**src/rtl/zx_pkg.sv**
```systemverilog
// zx_pkg -- shared types and decode constants for the Spectrum clock-enable
// and contention logic.
//   machine_t : machine mode selecting the contention rules
//   turbo_t   : CPU enable rate selection
//   phase_t   : two-state CPU clock phase tracker
//   CE_*      : counter patterns decoded into the raw enables
//   turbo_sel : masks and sanitises the raw turbo request
package zx_pkg;

   typedef enum logic [1:0] {
      MODE_48K  = 2'd0,
      MODE_128K = 2'd1,
      MODE_P2A  = 2'd2,
      MODE_NONE = 2'd3
   } machine_t;

   typedef enum logic [1:0] {
      T3M5 = 2'd0,
      T7M0 = 2'd1,
      T14M = 2'd2
   } turbo_t;

   typedef enum logic {
      PH_LOW  = 1'b0,
      PH_HIGH = 1'b1
   } phase_t;

   localparam logic [1:0] CE7_P    = 2'b10;
   localparam logic [1:0] CE7_N    = 2'b00;
   localparam logic [2:0] CE3_P    = 3'b100;
   localparam logic [2:0] CE3_N    = 3'b000;
   // Last clock of a 3.5 MHz period: the only safe point to retime turbo.
   localparam logic [2:0] CE_TLOAD = 3'b111;

   // Reserved encoding 3, or turbo disabled, falls back to 3.5 MHz.
   function automatic turbo_t turbo_sel(input logic [1:0] t, input logic en);
      if (en && (t != 2'd3)) return turbo_t'(t);
      else                   return T3M5;
   endfunction

endpackage

```
**src/rtl/zx_contend_addr.sv**
```systemverilog
// zx_contend_addr -- combinational contended-address / ULA-port decode.
//   i_mode    : machine mode
//   i_page    : RAM bank mapped at C000h
//   i_a       : CPU address bus
//   i_mreq    : CPU MREQ, active-low
//   i_iorq    : CPU IORQ, active-low
//   o_cAddr   : access falls in contended memory
//   o_ulaIo   : access is a contended ULA port cycle
module zx_contend_addr
   import zx_pkg::*;
#(
   parameter int unsigned IO_CONTEND = 1
) (
   input  machine_t    i_mode,
   input  logic [2:0]  i_page,
   input  logic [15:0] i_a,
   input  logic        i_mreq,
   input  logic        i_iorq,
   output logic        o_cAddr,
   output logic        o_ulaIo
);

   logic [1:0] w_seg;
   logic       w_lowBank;
   logic       w_unused_bits;

   assign w_seg         = i_a[15:14];
   assign w_lowBank     = (w_seg == 2'b01);
   assign w_unused_bits = ^{i_page[1], i_a[13:1]};

   always_comb begin
      o_cAddr = 1'b0;
      case (i_mode)
         MODE_48K:  o_cAddr = w_lowBank;
         MODE_128K: o_cAddr = w_lowBank | ((w_seg == 2'b11) & i_page[0]);
         // +2A/+3 only contends real memory cycles.
         MODE_P2A:  o_cAddr = (w_lowBank | ((w_seg == 2'b11) & i_page[2])) & ~i_mreq;
         default:   o_cAddr = 1'b0;
      endcase
   end

   assign o_ulaIo = (IO_CONTEND != 0) &&
                    ((i_mode == MODE_48K) || (i_mode == MODE_128K)) &&
                    !i_iorq && !i_a[0];

endmodule

```
**src/rtl/zx_contention.sv**
```systemverilog
// zx_contention -- 28 MHz clock-enable generator with VDU contention,
// CPU turbo selection and power-on ready stretch.
//   clock   : 28 MHz system clock
//   reset   : asynchronous active-low reset
//   mode    : 0=48K 1=128K 2=+2A/+3 3=no contention
//   turbo   : 0=3.5 1=7 2=14 MHz, 3 treated as 0
//   page    : RAM bank at C000h
//   vduCn   : VDU display-fetch window
//   mreq    : CPU MREQ (active-low)
//   iorq    : CPU IORQ (active-low)
//   a       : CPU address
//   ce7M0p/n, ce3M5p/n : raw enables
//   cc3M5p/n           : CPU enables after turbo and contention
//   stall   : CPU clock held
//   pwrOn   : power-on ready
module zx_contention
   import zx_pkg::*;
#(
   parameter int unsigned TURBO_EN   = 1,
   parameter int unsigned IO_CONTEND = 1,
   parameter int unsigned PWR_TICKS  = 32
) (
   input  logic        clock,
   input  logic        reset,
   input  logic [1:0]  mode,
   input  logic [1:0]  turbo,
   input  logic [2:0]  page,
   input  logic        vduCn,
   input  logic        mreq,
   input  logic        iorq,
   input  logic [15:0] a,
   output logic        ce7M0p,
   output logic        ce7M0n,
   output logic        ce3M5p,
   output logic        ce3M5n,
   output logic        cc3M5p,
   output logic        cc3M5n,
   output logic        stall,
   output logic        pwrOn
);

   localparam logic [7:0] PWR_MAX = PWR_TICKS[7:0];

   logic [3:0] r_ce;
   phase_t     r_phase;
   phase_t     w_phase_nxt;
   logic       r_idle;
   turbo_t     r_turboQ;
   logic [7:0] r_pwr;

   machine_t   w_mode;
   logic       w_cAddr, w_ulaIo;
   logic       w_ce7p, w_ce7n, w_ce3p, w_ce3n;
   logic       w_phHigh, w_stall;
   logic       w_ccp, w_ccn;

   assign w_mode = machine_t'(mode);

   zx_contend_addr #(.IO_CONTEND(IO_CONTEND)) u_addr (
      .i_mode  (w_mode),
      .i_page  (page),
      .i_a     (a),
      .i_mreq  (mreq),
      .i_iorq  (iorq),
      .o_cAddr (w_cAddr),
      .o_ulaIo (w_ulaIo)
   );

   assign w_ce7p = (r_ce[1:0] == CE7_P);
   assign w_ce7n = (r_ce[1:0] == CE7_N);
   assign w_ce3p = (r_ce[2:0] == CE3_P);
   assign w_ce3n = (r_ce[2:0] == CE3_N);

   always_ff @(posedge clock or negedge reset) begin
      if (!reset) r_ce <= '0;
      else        r_ce <= r_ce + 4'd1;
   end

   // Phase tracker: state register / next state / output decode.
   always_ff @(posedge clock or negedge reset) begin
      if (!reset) r_phase <= PH_LOW;
      else        r_phase <= w_phase_nxt;
   end

   // Toggles every 7 MHz negative enable, but a stalled HIGH phase is held
   // so the suppressed positive edge is retried on the next 3.5 MHz slot.
   always_comb begin
      w_phase_nxt = r_phase;
      if (w_ce7n)
         w_phase_nxt = ((r_phase == PH_HIGH) && !w_stall) ? PH_LOW : PH_HIGH;
   end

   always_comb w_phHigh = (r_phase == PH_HIGH);

   assign w_stall = vduCn & w_phHigh & r_idle & (w_cAddr | w_ulaIo) &
                    (w_mode != MODE_NONE) & (r_turboQ == T3M5);

   // idle captures whether the CPU was between requests at the T2/Tw3
   // sample point; it is frozen while stalled so the stall cannot
   // release itself.
   always_ff @(posedge clock or negedge reset) begin
      if (!reset)                 r_idle <= 1'b1;
      else if (w_ce3p && !w_stall) r_idle <= mreq & ~w_ulaIo;
   end

   always_ff @(posedge clock or negedge reset) begin
      if (!reset)                      r_turboQ <= T3M5;
      else if (r_ce[2:0] == CE_TLOAD)  r_turboQ <= turbo_sel(turbo, TURBO_EN != 0);
   end

   always_ff @(posedge clock or negedge reset) begin
      if (!reset)                           r_pwr <= '0;
      else if (w_ce3p && (r_pwr != PWR_MAX)) r_pwr <= r_pwr + 8'd1;
   end

   always_comb begin
      w_ccp = 1'b0;
      w_ccn = 1'b0;
      case (r_turboQ)
         T3M5: begin w_ccp = w_ce3p & ~w_stall; w_ccn = w_ce3n & ~w_stall; end
         T7M0: begin w_ccp = w_ce7p;            w_ccn = w_ce7n;            end
         T14M: begin w_ccp = r_ce[0];           w_ccn = ~r_ce[0];          end
         default: begin w_ccp = 1'b0;           w_ccn = 1'b0;              end
      endcase
   end

   // Gate with reset so nothing pulses while held in reset (ce = 0 would
   // otherwise decode as a negative enable).
   assign ce7M0p = w_ce7p  & reset;
   assign ce7M0n = w_ce7n  & reset;
   assign ce3M5p = w_ce3p  & reset;
   assign ce3M5n = w_ce3n  & reset;
   assign cc3M5p = w_ccp   & reset;
   assign cc3M5n = w_ccn   & reset;
   assign stall  = w_stall & reset;
   assign pwrOn  = (r_pwr == PWR_MAX);

endmodule

```
**config.mk**
```make
export PLATFORM = sky130hd
export DESIGN_NAME = zx_contention
export DESIGN_NICKNAME = d
export VERILOG_FILES = /design/src/rtl/zx_pkg.sv /design/src/rtl/zx_contend_addr.sv /design/src/rtl/zx_contention.sv
export SDC_FILE = /design/constraint.sdc
export NUM_CORES = 1
export LEC_CHECK = 0
export BUFFER_PORTS_ARGS = -buffer_cell sky130_fd_sc_hd__buf_2
export CAP_MARGIN = 20
export CORE_MARGIN = 2
export CORE_UTILIZATION = 49
export CTS_BUF_LIST = sky130_fd_sc_hd__clkbuf_8
export DETAILED_ROUTE_END_ITERATION = 10
export GPL_TIMING_DRIVEN = 0
export PLACE_DENSITY_LB_ADDON = 0.08
export SYNTH_ARGS = -nofsm -noshare
export SYNTH_HDL_FRONTEND = slang
export SYNTH_SLANG_ARGS = --single-unit
```
**constraint.sdc**
```tcl
create_clock -name clock -period 1.73 [get_ports clock]
set_clock_uncertainty 0.15 [all_clocks]
set_input_delay 0.346 -clock clock [delete_from_list [all_inputs] [get_ports clock]]
set_output_delay 0.346 -clock clock [all_outputs]
set_load 0.005 [all_outputs]
```
Word-level counts from Yosys, hierarchy flattened
Cells that the tools add are included.
{"block": "classes", "n_eq_ne": 13, "shifts": 0, "reduce_logical": 13, "muxes": 5, "div_mod_pow": 0, "add_sub_neg": 2, "multipliers": 0, "order_cmp": 0, "bitwise": 25}
{"cell": "1-bit AND", "count": 18}
{"cell": "1-bit case mux with 3 select lines", "count": 3}
{"cell": "8-bit by 1-bit adder with 8-bit output, second input constant", "count": 1}
{"cell": "2-bit == test, second input constant", "count": 4}
{"cell": "8-bit by 6-bit == test with 1-bit output, second input constant", "count": 1}
{"cell": "8-bit by 6-bit inequality test with 1-bit output, second input constant", "count": 1}
{"cell": "2-bit by 1-bit == test with 1-bit output, second input constant", "count": 3}
{"cell": "3-bit == test, second input constant", "count": 2}
{"cell": "2-bit logical NOT", "count": 3}
{"cell": "1-bit logical AND", "count": 5}
{"cell": "4-bit by 1-bit adder with 4-bit output, second input constant", "count": 1}
{"cell": "2-bit inequality test, second input constant", "count": 2}
{"cell": "1-bit inverter", "count": 4}
{"cell": "1-bit logical NOT", "count": 3}
{"cell": "3-bit logical NOT", "count": 1}
{"cell": "1-bit bitwise OR", "count": 3}
{"cell": "2-bit 2-to-1 mux", "count": 1}
{"cell": "1-bit logical OR", "count": 1}
{"cell": "1-bit 2-to-1 mux", "count": 1}
{"block": "totals", "mem_count": 0, "ramBits": 0, "latch_bits": 0, "mem_bits_ro": 0, "out_inout_bits": 8, "input_bits": 28, "wordCells": 63, "reg_bits": 16}

Longest topological paths before layout
Gate-level depths: netlist of run 1.
{"block": "logic_depth", "ltp_word": 13, "depth_mapped": 6, "ltp_nobuf": 6}

Cells and area by module
From an unflattened synthesis of run 1, not the netlist that was laid out.
{"block": "unflattened", "cells_unflattened": 87, "area_unflattened_um2": 873.3}
{"module": "zx_contention", "instances": 1, "cells_per_inst": 80, "seq_area_each_um2": 376.6, "area_per_inst_um2": 837.1}
{"module": "zx_contend_addr", "instances": 1, "cells_per_inst": 7, "seq_area_each_um2": 0.0, "area_per_inst_um2": 36.3}

Least setup slack after synthesis of run 1
No wires, ideal clock.
{"block": "synth_path", "path_type": "register -> output", "startpoint": "register r_idle", "endpoint": "output port stall", "slack_ps": 61, "t_required_ps": 1234, "n_path_buf": 0, "stages_incl_launch_ff": 5, "t_arrival_ps": 1173, "path_cell_list": "dfstp_2 -> nand4b_1 -> a211oi_1 -> o211a_1 -> and2_1"}
{"block": "synth_between", "elab_chain_cells": 5}
{"item": "from (decl)", "line": "zx_contention.sv:47", "text": "logic r_idle;"}
{"item": "from (signal assigned)", "line": "zx_contention.sv:103", "text": "else if (w_ce3p && !w_stall) r_idle <= mreq & ~w_ulaIo;"}
{"item": "1-bit AND (3 in a row)", "line": "zx_contention.sv:95", "text": "assign w_stall = vduCn & w_phHigh & r_idle & (w_cAddr | w_ulaIo) &"}
{"item": "1-bit AND", "line": "zx_contention.sv:96", "text": "(w_mode != MODE_NONE) & (r_turboQ == T3M5);"}
{"item": "1-bit AND", "line": "zx_contention.sv:135", "text": "assign stall = w_stall & reset;"}
{"item": "to (decl)", "line": "zx_contention.sv:38", "text": "output logic stall,"}
No other way between the ends.

Worst setup path in the final report of run 1
Ends and elaborated chain as after synthesis.

==> results of run 1 <==
## path summary, 6_finish.rpt
path / startpoint / to / cells after the start
max in group asynchronous: reset / r_pwr[3]$_DFFE_PN0P_ / 2
hold reg to reg: r_ce[0]$_DFF_PN0_ / r_ce[0]$_DFF_PN0_ / 1
setup / recovery: r_idle$_DFFE_PN1P_ / stall / 5
setup reg to reg: r_idle$_DFFE_PN1P_ / r_phase$_DFFE_PN0P_ / 5
min in group asynchronous: reset / r_idle$_DFFE_PN1P_ / 2
hold / removal: turbo[0] / r_turboQ[0]$_DFFE_PN0N_ / 3
## cell type report
| type | instances | area [sq um] |
|---|---|---|
| Tap cell | 25 | 31.28 |
| Timing Repair Buffer | 33 | 203.9 |
| Inverter | 9 | 33.78 |
| Clock buffer | 3 | 41.29 |
| Clock inverter | 1 | 3.754 |
| Fill cell | 144 | 498.0 |
| Multi-Input combinational cell | 63 | 538.0 |
| Sequential cell | 15 | 376.6 |
## cells in the mapped netlist
| master | number | area, sq um |
|---|---|---|
| o41ai_1 | 1 | 8.760 |
| and4_1 | 1 | 8.760 |
| and2_4 | 1 | 8.760 |
| xnor2_1 | 4 | 35.03 |
| a41oi_1 | 1 | 8.760 |
| nor2_1 | 5 | 18.77 |
| nand2_2 | 1 | 6.260 |
| o21ba_2 | 1 | 10.01 |
| o31ai_1 | 2 | 15.01 |
| inv_1 | 9 | 33.78 |
| nor4_1 | 1 | 6.260 |
| dfrtp_1 | 14 | 350.3 |
| a31oi_1 | 1 | 6.260 |
| nand4b_1 | 1 | 8.760 |
| a211oi_1 | 1 | 7.510 |
| dfstp_2 | 1 | 26.28 |
| o21ai_0 | 3 | 15.01 |
| o311ai_0 | 1 | 8.760 |
| nand4_4 | 1 | 21.27 |
| o211a_1 | 1 | 10.01 |
| nand3b_1 | 2 | 15.01 |
| o41a_4 | 1 | 21.27 |
| nand4_1 | 3 | 18.77 |
| xor2_1 | 3 | 26.28 |
| nand2b_1 | 1 | 6.260 |
| o21ai_1 | 1 | 5.000 |
| and2_1 | 2 | 12.51 |
| nor2b_1 | 1 | 6.260 |
| a21oi_1 | 1 | 5.000 |
| nor3_2 | 1 | 10.01 |
| ha_1 | 6 | 75.07 |
| nand2_1 | 10 | 37.54 |
| o22ai_1 | 2 | 12.51 |
| and3_1 | 1 | 6.260 |
| nand4bb_4 | 1 | 27.53 |
## cell usage in the layout, fill, tap and decap left out, types with 3 or more instances in the layout
cell type and instances:
nand2_1 10, xor2_1 3, inv_2 4, nor2_1 5
ha_4 3, ha_1 3, dfrtp_1 14, xnor2_1 4
inv_1 6, clkbuf_8 3, buf_4 9, nand4_1 3
buf_2 21
## metrics by stage
| stage | power, uW | hold slack (ns) | area (sq um) |
|---|---|---|---|
| after detailed placement | 420.9 | 0.1670 | 1036 |
| final | 711.9 | 0.2060 | 1229 |
| after CTS | 711.9 | 0.2059 | 1179 |
| after floorplan | 388.6 | -0.09959 | 899.6 |
| after global routing | 741.0 | 0.2262 | 1229 |
| after global placement | 419.0 | 0.1626 | 1036 |
## routing by layer
metal,GRT usage (%),vias to the layer above,share of wire (%)
li1,-,384,-
met1,27.62,394,46
met2,32.05,13,50
met3,5.000,4,2.9
met4,6.667,0,1.3
met5,0,-,0
## sequential cells by signal, summed over array words and instances, names as in the netlist
name      cells
r_ce          3
r_idle        1
r_phase       1
r_pwr         8
r_turboQ      2
## cell families after synthesis
family,Yosys count
XOR/XNOR,7
AND/OR/NAND/NOR,33
buffers and inverters,9
AO/OA/AOI/OAI,17
flip-flops,15
adder cells (fa/ha/maj),6
## power groups by stage
stage | registers, uW | clock network (uW) | logic [uW]
floorplan | 370 | 0 | 19.0
global placement | 372 | 0 | 47.4
detailed placement | 372 | 0 | 48.9
CTS | 366 | 290 | 56.5
global route | 366 | 308 | 67.7
finish | 365 | 285 | 61.4
## critical path: cells and delay by family (launching register included)
| family | cells | cell delay (ns) |
|---|---|---|
| buffers and inverters | 1 | 0.10 |
| AO/OA/AOI/OAI | 2 | 0.46 |
| flip-flops | 1 | 0.53 |
| AND/OR/NAND/NOR | 2 | 0.27 |
## timing repair
item                       CTS  global route
setup buffers                6             4
hold endpoints to repair    14             0
resized for setup           11             3
hold buffers                 2             0
cloned                       0             0
setup endpoints to repair    9             7
pin swaps                    2             1
==> metrics.md, run 1 <==
| Metric | Value |
|---|---|
| Failing checks | setup timing |
| Leak Pwr | 0.0005875 uW |
| DP Worst Slack | -0.2344 ns |
| Starting density of the core | 52.10% |
| Period utilization | 121.7% |
| Worst Path Max Fanout | 4 |
| Crit path DAT | 1.61 ns |
| Synth Area in Simple Gates | 24.34% |
| Clock Latency Late Sink | 0.25 ns |
| Die area | 2194 sq um |
| Core area | 1727 sq um |
| Post-synthesis cell type count | 35 |
| PwrDens | 579.4 nW/um^2 |
| CTS Buf Count | 3 |
| Slew @ Worst Pin | 0.6340 ns |
| Slew margin rel. | 57.59% |
| Die height | 46.85 um |
| Drc violations | 0 |
| CP max stage cell | dfstp_2 |
| Placed cell count | 133 |
| Port bufs | 21 |
| I/O pins | 36 |
| Synth-to-Final Area Change | 36.58% |
| VDD IR max | 0.0006004 V |
| Final Instance Count excl. Fillers | 149 |
| NetSw | 165.5 uW |
| Fraction of the mapped netlist area in adder cells | 8.345% |
| Post-synthesis cell area | 899.6 sq um |
| Root Driver | clkbuf_8 |
| FMAX | 0.4750 GHz |
| Int Power | 546.4 uW |
| GR Overflow Total | 0 |
| First-iteration detailed-routing DRC count | 11 |
| Min cycle time layout | 2.105 ns |
| Synth Instances | 87 |
| Layout cells sized above 1 | 41.13% |
| Worst path max stage delay | 0.53 ns |
| CP Launch Type | flip-flop |
| # nets final | 159 |
| Main combinational cell family by area after synthesis | simple AND/OR/NAND/NOR gates |
| Maxcap violations | 0 |
| Synth Area in Compound Gates | 14.88% |
| Comb pwr share | 8.6% |
| Via count | 795 |
| Final core utilization | 71.16% |
| Multiplexer area fraction after synthesis | 0% |
| Worst setup EP type | output port |
| Pre-antenna DRT Iters | 4 |
| Global-route wire length before repair | 3049 um |
| Clock sink count | 15 |
| H-tree depth | 1 |
| Worst-path clk slew | 0.06 ns |
| Detailed Route WL | 2127 um |
| Final ANT Viol Nets | 0 |
| Sum Neg Setup Slack | -1.150 ns |
| Vias in the first global route | 670 |
| Final hold violation count | 0 |
| R2r setup slk | 0.13 ns |
| Sequential Power Share | 51.3% |
| Switching Fraction | 23.24% |
| Xor and xnor area share after synthesis | 6.815% |
| CTS tree | yes |
| Largest net degree at the start of global routing | 15 |
| Initial antenna violation count | 0 |
| Rows | 15 |
| DP HPWL | 1410 um |
| Req. time, crit path | 1.23 ns |
| Finish-stage setup viols | 5 |
| Gpl congestion | 0.7530 |
| Seq/Total Area, Yosys | 41.86% |
| Avg Cell Area, Syn | 10.34 sq um |
| Max-slew violation count | 0 |
| Yosys reg bits | 15 |
| Synthesis Warnings | 0 |
| Total GRT Usage | 20.40% |
| Via/cell ratio | 5.336 |
| Clk pwr share | 40.1% |
| Setup slack after layout | -0.3751 ns |
| Syn nets | 121 |
| Wire length per cell | 14.28 um |
| Hold Crit Class | in -> reg |
| Worst path cell trace | nand4b_1 -> a211oi_2 -> o211a_1 -> and2_1 -> buf_2 |
| Longest Clk Path Bufs | 2 |
| RSZ-0062 raised after global routing | true |
| Setup CP Type | reg -> out |
| Diodes inserted | 0 |
| Status | finished with violations |
| Die Wd | 46.85 um |
(Power assumes the default switching activity.)
==> run 2: changes to the inputs <==
CORE_UTILIZATION = 44   (was 49)
MAX_ROUTING_LAYER = met4   (was default)
clock period = 1.9 ns   (was 1.73 ns; I/O delays follow)
==> run 2 against run 1 <==
- the flow still finishes with violations (setup timing)
- via count shrank 5.9%
- flip-flop and latch count unchanged
- routed wire length down 11%
- critical path depth is the same
- first-iteration DRC count is the same
- design area decreased by 3.1%
- global-route usage shrank 2.3 points
- largest power group unchanged
==> metrics.md, run 2 (synthesis gave the netlist of run 1 again) <==
| Metric | Value |
|---|---|
| Int Power | 496.0 uW (-9.2%) |
| RSZ-0062 raised after global routing | true |
| Wire length per cell | 12.93 um (-9.4%) |
| Die Wd | 49.22 um (+5.1%) |
| Global-route wire length before repair | 3201 um (+5.0%) |
| Max reg flops | 8 (unchanged) |
| Sum Neg Setup Slack | -0.6080 ns (+0.5425 ns) |
| Setup slack after layout | -0.2207 ns (+0.1544 ns) |
| DP Worst Slack | -0.09579 ns (+0.1386 ns) |
| Most frequent cells in the layout | buf_2, dfrtp_1, nand2_1 |
| GR Overflow Total | 0 (unchanged) |
| Rows | 16 (+1) |
| Status | finished with violations |
| Commonest non-fill, non-tap cell in the layout | buf_2 |
| Worst setup EP type | output port |
| Final ANT Viol Nets | 0 (unchanged) |
| Core area | 1942 sq um (+12%) |
| Hold Crit Class | in -> async |
| Max-slew violation count | 0 (unchanged) |
| Largest net degree at the start of global routing | 15 (unchanged) |
| Clk pwr share | 40.4% (+0.3 points) |
| Comb pwr share | 7.7% (-0.9 points) |
| Failing checks | setup timing |
| Synth-to-Final Area Change | 32.41% |
| H-tree depth | 1 (unchanged) |
| Slew margin rel. | 58.57% (+0.97 points) |
| FMAX | 0.4715 GHz |
| PwrDens | 539.1 nW/um^2 (-7.0%) |
| Req. time, crit path | 1.37 ns (+0.14 ns) |
| Die height | 49.22 um (+5.1%) |
| Port bufs | 21 (unchanged) |
| Dpl cell area | 1039 sq um (+0.24%) |
| Fillcell total | 181 (+26%) |
| Root Driver | clkbuf_8 |
| Detailed Route WL | 1901 um (-11%) |
| Final Instance Area | 1191 sq um (-3.1%) |
| Leak Pwr | 0.0005751 uW (-2.1%) |
| Largest registers | r_pwr: 8 flops, r_ce: 3 flops, r_turboQ: 2 flops |
| Diodes inserted | 0 (unchanged) |
| Final Instance Count excl. Fillers | 147 (-1.3%) |
| Initial antenna violation count | 0 (unchanged) |
| CP Launch Type | flip-flop |
| # nets final | 155 (-2.5%) |
| First-iteration detailed-routing DRC count | 11 (unchanged) |
| Period utilization | 111.6% |
| Starting density of the core | 46.33% (-5.8 points) |
| Pre-antenna DRT Iters | 4 (unchanged) |
| Setup CP Type | reg -> out |
| Worst Path Max Fanout | 5 (+1) |
| NetSw | 146.1 uW (-12%) |
| Layout cells sized above 1 | 40.00% (-1.1 points) |
| CTS Buf Count | 3 (unchanged) |
| Crit path DAT | 1.59 ns (-0.02 ns) |
| Drc violations | 0 (unchanged) |
| Crit Reg-Reg Startpoint | r_idle$_DFFE_PN1P_ |
| I/O pins | 36 (unchanged) |
| Vias in the first global route | 722 (+7.8%) |
| Clock Latency Late Sink | 0.25 ns (about the same) |
| Clock sink count | 15 (unchanged) |
| Slew @ Worst Pin | 0.6195 ns (-0.01456 ns) |
| Worst-path clk slew | 0.06 ns (about the same) |
| Die area | 2422 sq um (+10%) |
| Switching Fraction | 22.75% (-0.49 points) |
| DP HPWL | 1335 um (-5.3%) |
| Final hold violation count | 0 (unchanged) |
| Via count | 748 (-5.9%) |
| Placed cell count | 135 (+1.5%) |
| Total GRT Usage | 18.06% (-2.3 points) |
| Top reg by flops | r_pwr |
| VDD IR max | 0.0003627 V (-40%) |
| Maxcap violations | 0 (unchanged) |
| Final core utilization | 61.34% (-9.8 points) |
| Min cycle time layout | 2.121 ns |
| Finish-stage setup viols | 3 (-2) |
| Gpl congestion | 0.7106 (-5.6%) |
| Crit path launch | r_idle$_DFFE_PN1P_ |
| Via/cell ratio | 5.088 (-4.6%) |
| Longest Clk Path Bufs | 2 (unchanged) |
| Sequential Power Share | 51.9% (+0.6 points) |
| CTS tree | yes |
## run 2: per-stage QoR
stage / hold WS [ns] / power (uW)
finish: 0.02841 / 642.1
global route: 0.03936 / 672.7
CTS: 0.02681 / 646.5
detailed placement: 0.1957 / 383.0
global placement: 0.1978 / 381.7
floorplan: -0.06559 / 353.9
## run 2: power groups by stage
stage	Combinational (uW)	Clock [uW]	Sequential, uW
floorplan	17.3	0	337
global placement	43.5	0	338
finish	49.2	260	333
detailed placement	44.3	0	339
CTS	48.5	265	333
global route	56.7	282	334
## run 2: per-layer routing
layer / GRT usage, % / share of wire (%) / vias to the layer above / wire [um]
li1: - / - / 379 / -
met1: 22.91 / 49 / 345 / 934
met2: 27.03 / 44 / 20 / 841
met3: 5.828 / 5.3 / 4 / 100
met4: 6.190 / 1.3 / 0 / 24
met5: - / 0 / - / 0
## run 2: worst max-delay path, cell delays in order (launching register included)
cell and delay (ns):
dfstp_2 0.54, nand4b_1 0.10, a211oi_2 0.18, o211a_1 0.28
and2_1 0.14, buf_2 0.10
## run 2: final cells by class
type	instances	area, sq um	area share [%]
Clock buffer	3	41.29	3.466
Inverter	9	33.78	2.836
Multi-Input combinational cell	63	533.0	44.75
Sequential cell	15	376.6	31.62
Clock inverter	1	5.005	0.4202
Tap cell	27	33.78	2.836
Timing Repair Buffer	29	167.7	14.08
## run 2: final timing paths
check                                     endpoint  slack (ns)  depth (start not counted)
min reg2reg                   r_pwr[6]$_DFFE_PN0P_        0.36                          1
min                             r_idle$_DFFE_PN1P_        0.03                          1
max                                          stall       -0.22                          5
max reg2reg                     r_idle$_DFFE_PN1P_        0.18                          7
min in group clock         r_turboQ[1]$_DFFE_PN0N_        0.25                          3
max in group asynchronous      r_phase$_DFFE_PN0P_        0.52                          2
## run 2: what timing repair did
item | in CTS | in global routing
setup buffers | 3 | 4
endpoints found under the hold margin | 14 | 0
resized for setup | 8 | 3
pin swaps | 0 | 1
endpoints found under the setup margin | 7 | 4
hold buffers | 1 | 0
